[src/rtl/mem_access_unit.sv]
// mem_access_unit: sequences CPU byte/halfword/word loads and stores onto a
// word-wide, big-endian data memory with a fixed read latency. Sub-word stores
// are done as read-modify-write. Illegal accesses (misaligned or beyond the
// memory) finish with err=1 and never touch the memory strobes.
module mem_access_unit #(
  parameter int SIZE_WORD = 2,
  parameter int ADDR_W    = $clog2(4 * SIZE_WORD),
  parameter int RD_LAT    = 2
) (
  input  logic              clk,
  input  logic              rst_n,
  input  logic              req,
  input  logic [2:0]        op,
  input  logic [31:0]       addr,
  input  logic [31:0]       wdata,
  output logic              busy,
  output logic              done,
  output logic [31:0]       rdata,
  output logic              err,
  output logic [ADDR_W-1:0] mem_address,
  output logic [31:0]       mem_write_data,
  output logic              mem_write,
  output logic              mem_read,
  input  logic [31:0]       mem_read_data
);

  localparam int          CNT_W     = $clog2(RD_LAT + 1);
  localparam logic [31:0] MEM_BYTES = 32'(4 * SIZE_WORD);

  typedef enum logic [1:0] {
    S_IDLE,
    S_READ,
    S_WRITE,
    S_DONE
  } state_e;

  typedef enum logic [2:0] {
    OP_LW  = 3'b000,
    OP_LH  = 3'b001,
    OP_LHU = 3'b010,
    OP_LB  = 3'b011,
    OP_LBU = 3'b100,
    OP_SW  = 3'b101,
    OP_SH  = 3'b110,
    OP_SB  = 3'b111
  } op_e;

  state_e             state_q;
  op_e                op_q;
  logic [1:0]         off_q;
  logic [CNT_W-1:0]   rd_cnt_q;
  logic               busy_q;
  logic               done_q;
  logic               err_q;
  logic [31:0]        rdata_q;
  logic [ADDR_W-1:0]  mem_address_q;
  logic [31:0]        mem_write_data_q;
  logic               mem_write_q;
  logic               mem_read_q;

  op_e  op_in;
  logic misaligned;
  logic acc_err;

  assign op_in = op_e'(op);

  // Pick the addressed lane out of a big-endian word and extend it per op.
  function automatic logic [31:0] extract_load(op_e lop, logic [1:0] off,
                                               logic [31:0] word);
    logic [7:0]  lane_b;
    logic [15:0] lane_h;
    case (off)
      2'd0:    lane_b = word[31:24];
      2'd1:    lane_b = word[23:16];
      2'd2:    lane_b = word[15:8];
      default: lane_b = word[7:0];
    endcase
    lane_h = off[1] ? word[15:0] : word[31:16];
    case (lop)
      OP_LH:   extract_load = {{16{lane_h[15]}}, lane_h};
      OP_LHU:  extract_load = {16'h0000, lane_h};
      OP_LB:   extract_load = {{24{lane_b[7]}}, lane_b};
      OP_LBU:  extract_load = {24'h000000, lane_b};
      default: extract_load = word;
    endcase
  endfunction

  // Replace the addressed byte/halfword lane of the fetched word with store data.
  function automatic logic [31:0] merge_store(op_e sop, logic [1:0] off,
                                              logic [31:0] word,
                                              logic [31:0] sdata);
    merge_store = word;
    if (sop == OP_SH) begin
      if (off[1]) merge_store[15:0]  = sdata[15:0];
      else        merge_store[31:16] = sdata[15:0];
    end else begin
      case (off)
        2'd0:    merge_store[31:24] = sdata[7:0];
        2'd1:    merge_store[23:16] = sdata[7:0];
        2'd2:    merge_store[15:8]  = sdata[7:0];
        default: merge_store[7:0]   = sdata[7:0];
      endcase
    end
  endfunction

  // Legality check of the request presented in IDLE.
  always_comb begin
    // NOTE: every signal assigned here gets a default first so no path can
    // leave it unassigned and infer a latch.
    misaligned = 1'b0;
    case (op_in)
      OP_LW, OP_SW:         misaligned = (addr[1:0] != 2'b00);
      OP_LH, OP_LHU, OP_SH: misaligned = addr[0];
      default:              misaligned = 1'b0;
    endcase
    acc_err = misaligned || (addr >= MEM_BYTES);
  end

  // Access sequencer: state, latched request and all registered outputs.
  // NOTE: every output register is cleared by the asynchronous reset so the
  // strobes drop the moment rst_n falls, aborting any access in flight.
  always_ff @(posedge clk or negedge rst_n) begin
    if (!rst_n) begin
      state_q          <= S_IDLE;
      op_q             <= OP_LW;
      off_q            <= 2'b00;
      rd_cnt_q         <= '0;
      busy_q           <= 1'b0;
      done_q           <= 1'b0;
      err_q            <= 1'b0;
      rdata_q          <= 32'h0;
      mem_address_q    <= '0;
      mem_write_data_q <= 32'h0;
      mem_write_q      <= 1'b0;
      mem_read_q       <= 1'b0;
    end else begin
      // NOTE: non-blocking assignments throughout, so every register here
      // sees the pre-edge value of every other one.
      case (state_q)
        S_IDLE: begin
          if (req) begin
            op_q          <= op_in;
            off_q         <= addr[1:0];
            mem_address_q <= {addr[ADDR_W-1:2], 2'b00};
            busy_q        <= 1'b1;
            if (acc_err) begin
              // done rises one edge later, via the settle cycle in S_DONE.
              err_q   <= 1'b1;
              state_q <= S_DONE;
            end else if (op_in == OP_SW) begin
              mem_write_data_q <= wdata;
              mem_write_q      <= 1'b1;
              state_q          <= S_WRITE;
            end else begin
              // Sub-word stores keep their data in mem_write_data_q until
              // the merge; it is only driven to memory with mem_write.
              mem_write_data_q <= wdata;
              mem_read_q       <= 1'b1;
              rd_cnt_q         <= CNT_W'(1);
              state_q          <= S_READ;
            end
          end
        end

        S_READ: begin
          if (rd_cnt_q == CNT_W'(RD_LAT)) begin
            mem_read_q <= 1'b0;
            if (op_q == OP_SH || op_q == OP_SB) begin
              mem_write_data_q <= merge_store(op_q, off_q, mem_read_data,
                                              mem_write_data_q);
              mem_write_q      <= 1'b1;
              state_q          <= S_WRITE;
            end else begin
              rdata_q <= extract_load(op_q, off_q, mem_read_data);
              done_q  <= 1'b1;
              state_q <= S_DONE;
            end
          end else begin
            rd_cnt_q <= rd_cnt_q + CNT_W'(1);
          end
        end

        S_WRITE: begin
          mem_write_q <= 1'b0;
          done_q      <= 1'b1;
          state_q     <= S_DONE;
        end

        default: begin
          // Entered with done_q=0 only from a rejected access: spend one
          // cycle raising done so the error completes one edge after accept.
          if (done_q) begin
            done_q  <= 1'b0;
            err_q   <= 1'b0;
            busy_q  <= 1'b0;
            state_q <= S_IDLE;
          end else begin
            done_q <= 1'b1;
          end
        end
      endcase
    end
  end

  assign busy           = busy_q;
  assign done           = done_q;
  assign err            = err_q;
  assign rdata          = rdata_q;
  assign mem_address    = mem_address_q;
  assign mem_write_data = mem_write_data_q;
  assign mem_write      = mem_write_q;
  assign mem_read       = mem_read_q;

endmodule

[config.mk]
export PLATFORM = sky130hd
export DESIGN_NAME = mem_access_unit
export DESIGN_NICKNAME = d
export VERILOG_FILES = /design/src/rtl/mem_access_unit.sv
export SDC_FILE = /design/constraint.sdc
export NUM_CORES = 1
export LEC_CHECK = 0
export ABC_CLOCK_PERIOD_IN_PS = 3300
export CAP_MARGIN = 5
export CELL_PAD_IN_SITES_DETAIL_PLACEMENT = 1
export CELL_PAD_IN_SITES_GLOBAL_PLACEMENT = 2
export CORE_ASPECT_RATIO = 0.75
export CORE_MARGIN = 5
export CORE_UTILIZATION = 41
export DETAILED_ROUTE_END_ITERATION = 6
export DONT_BUFFER_PORTS = 1
export GPL_TIMING_DRIVEN = 1
export PLACE_DENSITY = 0.85
export SLEW_MARGIN = 10
export SYNTH_ARGS = -nofsm -noshare
export SYNTH_HDL_FRONTEND = slang
export SYNTH_SLANG_ARGS = --single-unit
[constraint.sdc]
create_clock -name clk -period 3.3 [get_ports clk]
set_input_delay 0.66 -clock clk [delete_from_list [all_inputs] [get_ports clk]]
set_output_delay 0.66 -clock clk [all_outputs]
set_load 0.1 [all_outputs]
==> summary.txt <==
Syn-to-layout area delta = 11.3%
WP data arrival = 2870 ps
Cell count of the worst reg-to-reg path = 6
Distinct cells, synth = 58
Worst-Margin Slew = 1090 ps
Slew Viols, Final = 0
Seq/Total Area, Yosys = 41.3%
Drt first pass iters = 5
Final global-route overflow total = 0
Final period util = 81.6%
Commonest cells in the netlist = 79 x dfrtp_1, 58 x nor2_1, 56 x a21oi_1, 38 x mux2_2, 29 x mux2i_1
Startpoint types = flop
Final setup TNS = 0 ps
Drt wl/cell = 26.3 um
Diode count = 0
Hold Buf Count CTS = 5
Cts repair resizes = 0
Critical-path maximum fanout = 19
Cells after synthesis = 480
Mapped Avg Cell Area = 9.98 um2
CTS tree = built
Post-synth EDFFs = 0
Total number of vias = 3959
Io pins = 174
GP Congestion = 0.848
Worst skew pair latency = 350 ps
Die Y = 104 um
Setup violators final = 0
Yosys top cell by area = dfrtp_1
Worst Path Required = 3480 ps
Hold Violations, Final = 0
Kind of critical path = reg2reg
Core area = 11500 um2
Tot GR Track Use = 24.4%
Max Cap Viol = 0
Endpoint class of the critical path = flop
Detailed Place HPWL = 12.4 mm
Max-slew headroom = 27.6%
Worst r2r src = state_q[1]$_DFFE_PN0P_
Post-CTS Setup Inserts = 0
Layout cell share with drive strength beyond 1 = 21.0%
TritonCTS buffer count = 9
Primary FF master, synth = dfrtp_1
First-pass GRT wire length = 26.1 mm
RSZ-0062 raised after global routing = false
Post-route ant nets = 0
Synth warn = 0
H-tree depth reported by CTS = 3
Via-to-Cell Ratio = 6.16
Die footprint = 14000 um2
Outcome = finished, final reports clean
Most numerous cell in the Yosys netlist = dfrtp_1
Max Clk Rate = 0.371 GHz
Wirelength, routed = 16.9 mm
Initial antenna violation count = 0
Number of remaining DRC errors = 0
Final #Nets = 583
Vias in the first global route = 4144
Final clock skew = 7.83 ps
Synthesized area = 4790 um2
Register bit total from synthesis = 79
Largest net degree at the start of global routing = 54
Share of the synthesized area in the top cell type = 41.3%
Cell row count = 34
Min cycle time layout = 2690 ps
Reg2Reg Setup Slack = 610 ps
Port Buffers = 0
Initial core utilization = 41.5%
Largest cells by area after synthesis = dfrtp_1 41%, mux2_2 8.9%, mux2i_1 6.1%, a21oi_1 5.9%, nor2_1 4.5%
Reg2reg end = rdata[16]$_DFFE_PN0P_
HP Class = in2async
Horiz. Die Dim = 135 um
Async SR Flop Fraction = 100%
Clk sink count = 79
DR iter-0 viols = 411
CTS clk-pin slew, worst paths = 60 ps
Root Driver = clkbuf_16
Longest Clk Path Bufs = 2
## stage by stage
stage                     cells  cell area (um2)  utilization, %  setup WS, ps  hold slack (ps)
after floorplan             481             4790               -          1200              364
after global placement      622             4920            42.7           788              368
after detailed placement    622             4920            42.7           666              368
after CTS                   643             5330            46.2           625              144
after global routing        643             5330            46.2           443              155
final                       643             5330            46.2           606              143
## cells by family (layout without fill, tap and decap cells)
group	Yosys count	in the layout	synth area share [%]
other	1	2	0.0783
xor gates and xnor gates	2	2	0.366
AOI/OAI and AO/OA	131	131	18.0
muxes	84	84	21.4
adders and majority gates	5	5	1.31
and+or+nand+nor	138	138	13.7
buffers and inverters	40	40	3.89
DFF	79	79	41.3
## metal layers
layer | global-route usage (%) | routed length (um)
met1 | 32.7 | 6920
met2 | 35.9 | 7650
met3 | 11.3 | 2130
met4 | 5.45 | 242
met5 | 0 | 0
## critical path, stage by stage (launching register included)
cell and delay (ps):
dfrtp_1 410, inv_1 90, ha_2 430, and3_1 250
a21boi_2 420, o41a_1 750, a21oi_1 170
## how the worst max path moves through the flow
stage / from / endpoint / cells past startpoint
2_1_floorplan: addr[31] / mem_write_data[22]$_DFFE_PN0P_ / 6
3_3_place_gp: op_q[1]$_DFFE_PN0P_ / mem_write_data[19]$_DFFE_PN0P_ / 6
3_5_place_dp: state_q[1]$_DFFE_PN0P_ / rdata[18]$_DFFE_PN0P_ / 6
4_1_cts: state_q[1]$_DFFE_PN0P_ / rdata[16]$_DFFE_PN0P_ / 6
5_1_grt: state_q[1]$_DFFE_PN0P_ / rdata[16]$_DFFE_PN0P_ / 6
6_report: state_q[1]$_DFFE_PN0P_ / rdata[16]$_DFFE_PN0P_ / 6
## state kept, by name, indices dropped and copies added, names as in the netlist
signal and cells:
mem_read 1, mem_write_data 32, off_q 2, busy 1
op_q 3, mem_write 1, rdata 32, rd_cnt_q 2
mem_address 1, done 1, err 1, state_q 2
## area by class of cell
type	count	area (um2)
Inverter	8	30.0
Fill cell	1280	6200
Tap cell	162	203
Multi-Input combinational cell	362	2630
Clock inverter	6	108
Clock buffer	10	239
Sequential cell	79	1980
Timing Repair Buffer	16	143
## cells in the final DEF (no fill, tap or decap), types with 2 or more instances in the layout
master and n:
conb_1 2, a211o_1 2, nand3b_1 3, ha_1 4, nor3_1 2, inv_1 7
dfrtp_1 79, clkbuf_16 9, a31oi_1 2, a211oi_1 2, mux2_4 10, a222oi_1 6
clkinv_2 2, o31ai_1 2, mux2i_1 29, nand3_1 4, buf_4 11, nand4_1 3
nor2b_1 12, a21o_1 5, nor4_1 7, a22oi_1 7, o21ai_0 22, o211ai_1 6
mux4_2 7, nand2b_1 5, mux2_2 38, nor2_1 58, a22o_1 8, nand2_1 28
a21oi_1 56, dlygate4sd3_1 4, bufinv_16 3, or2_2 8
Power is left out: the tool's default activity adds up to more than one toggle a clock period on the data nets, which glitch-free logic cannot reach.
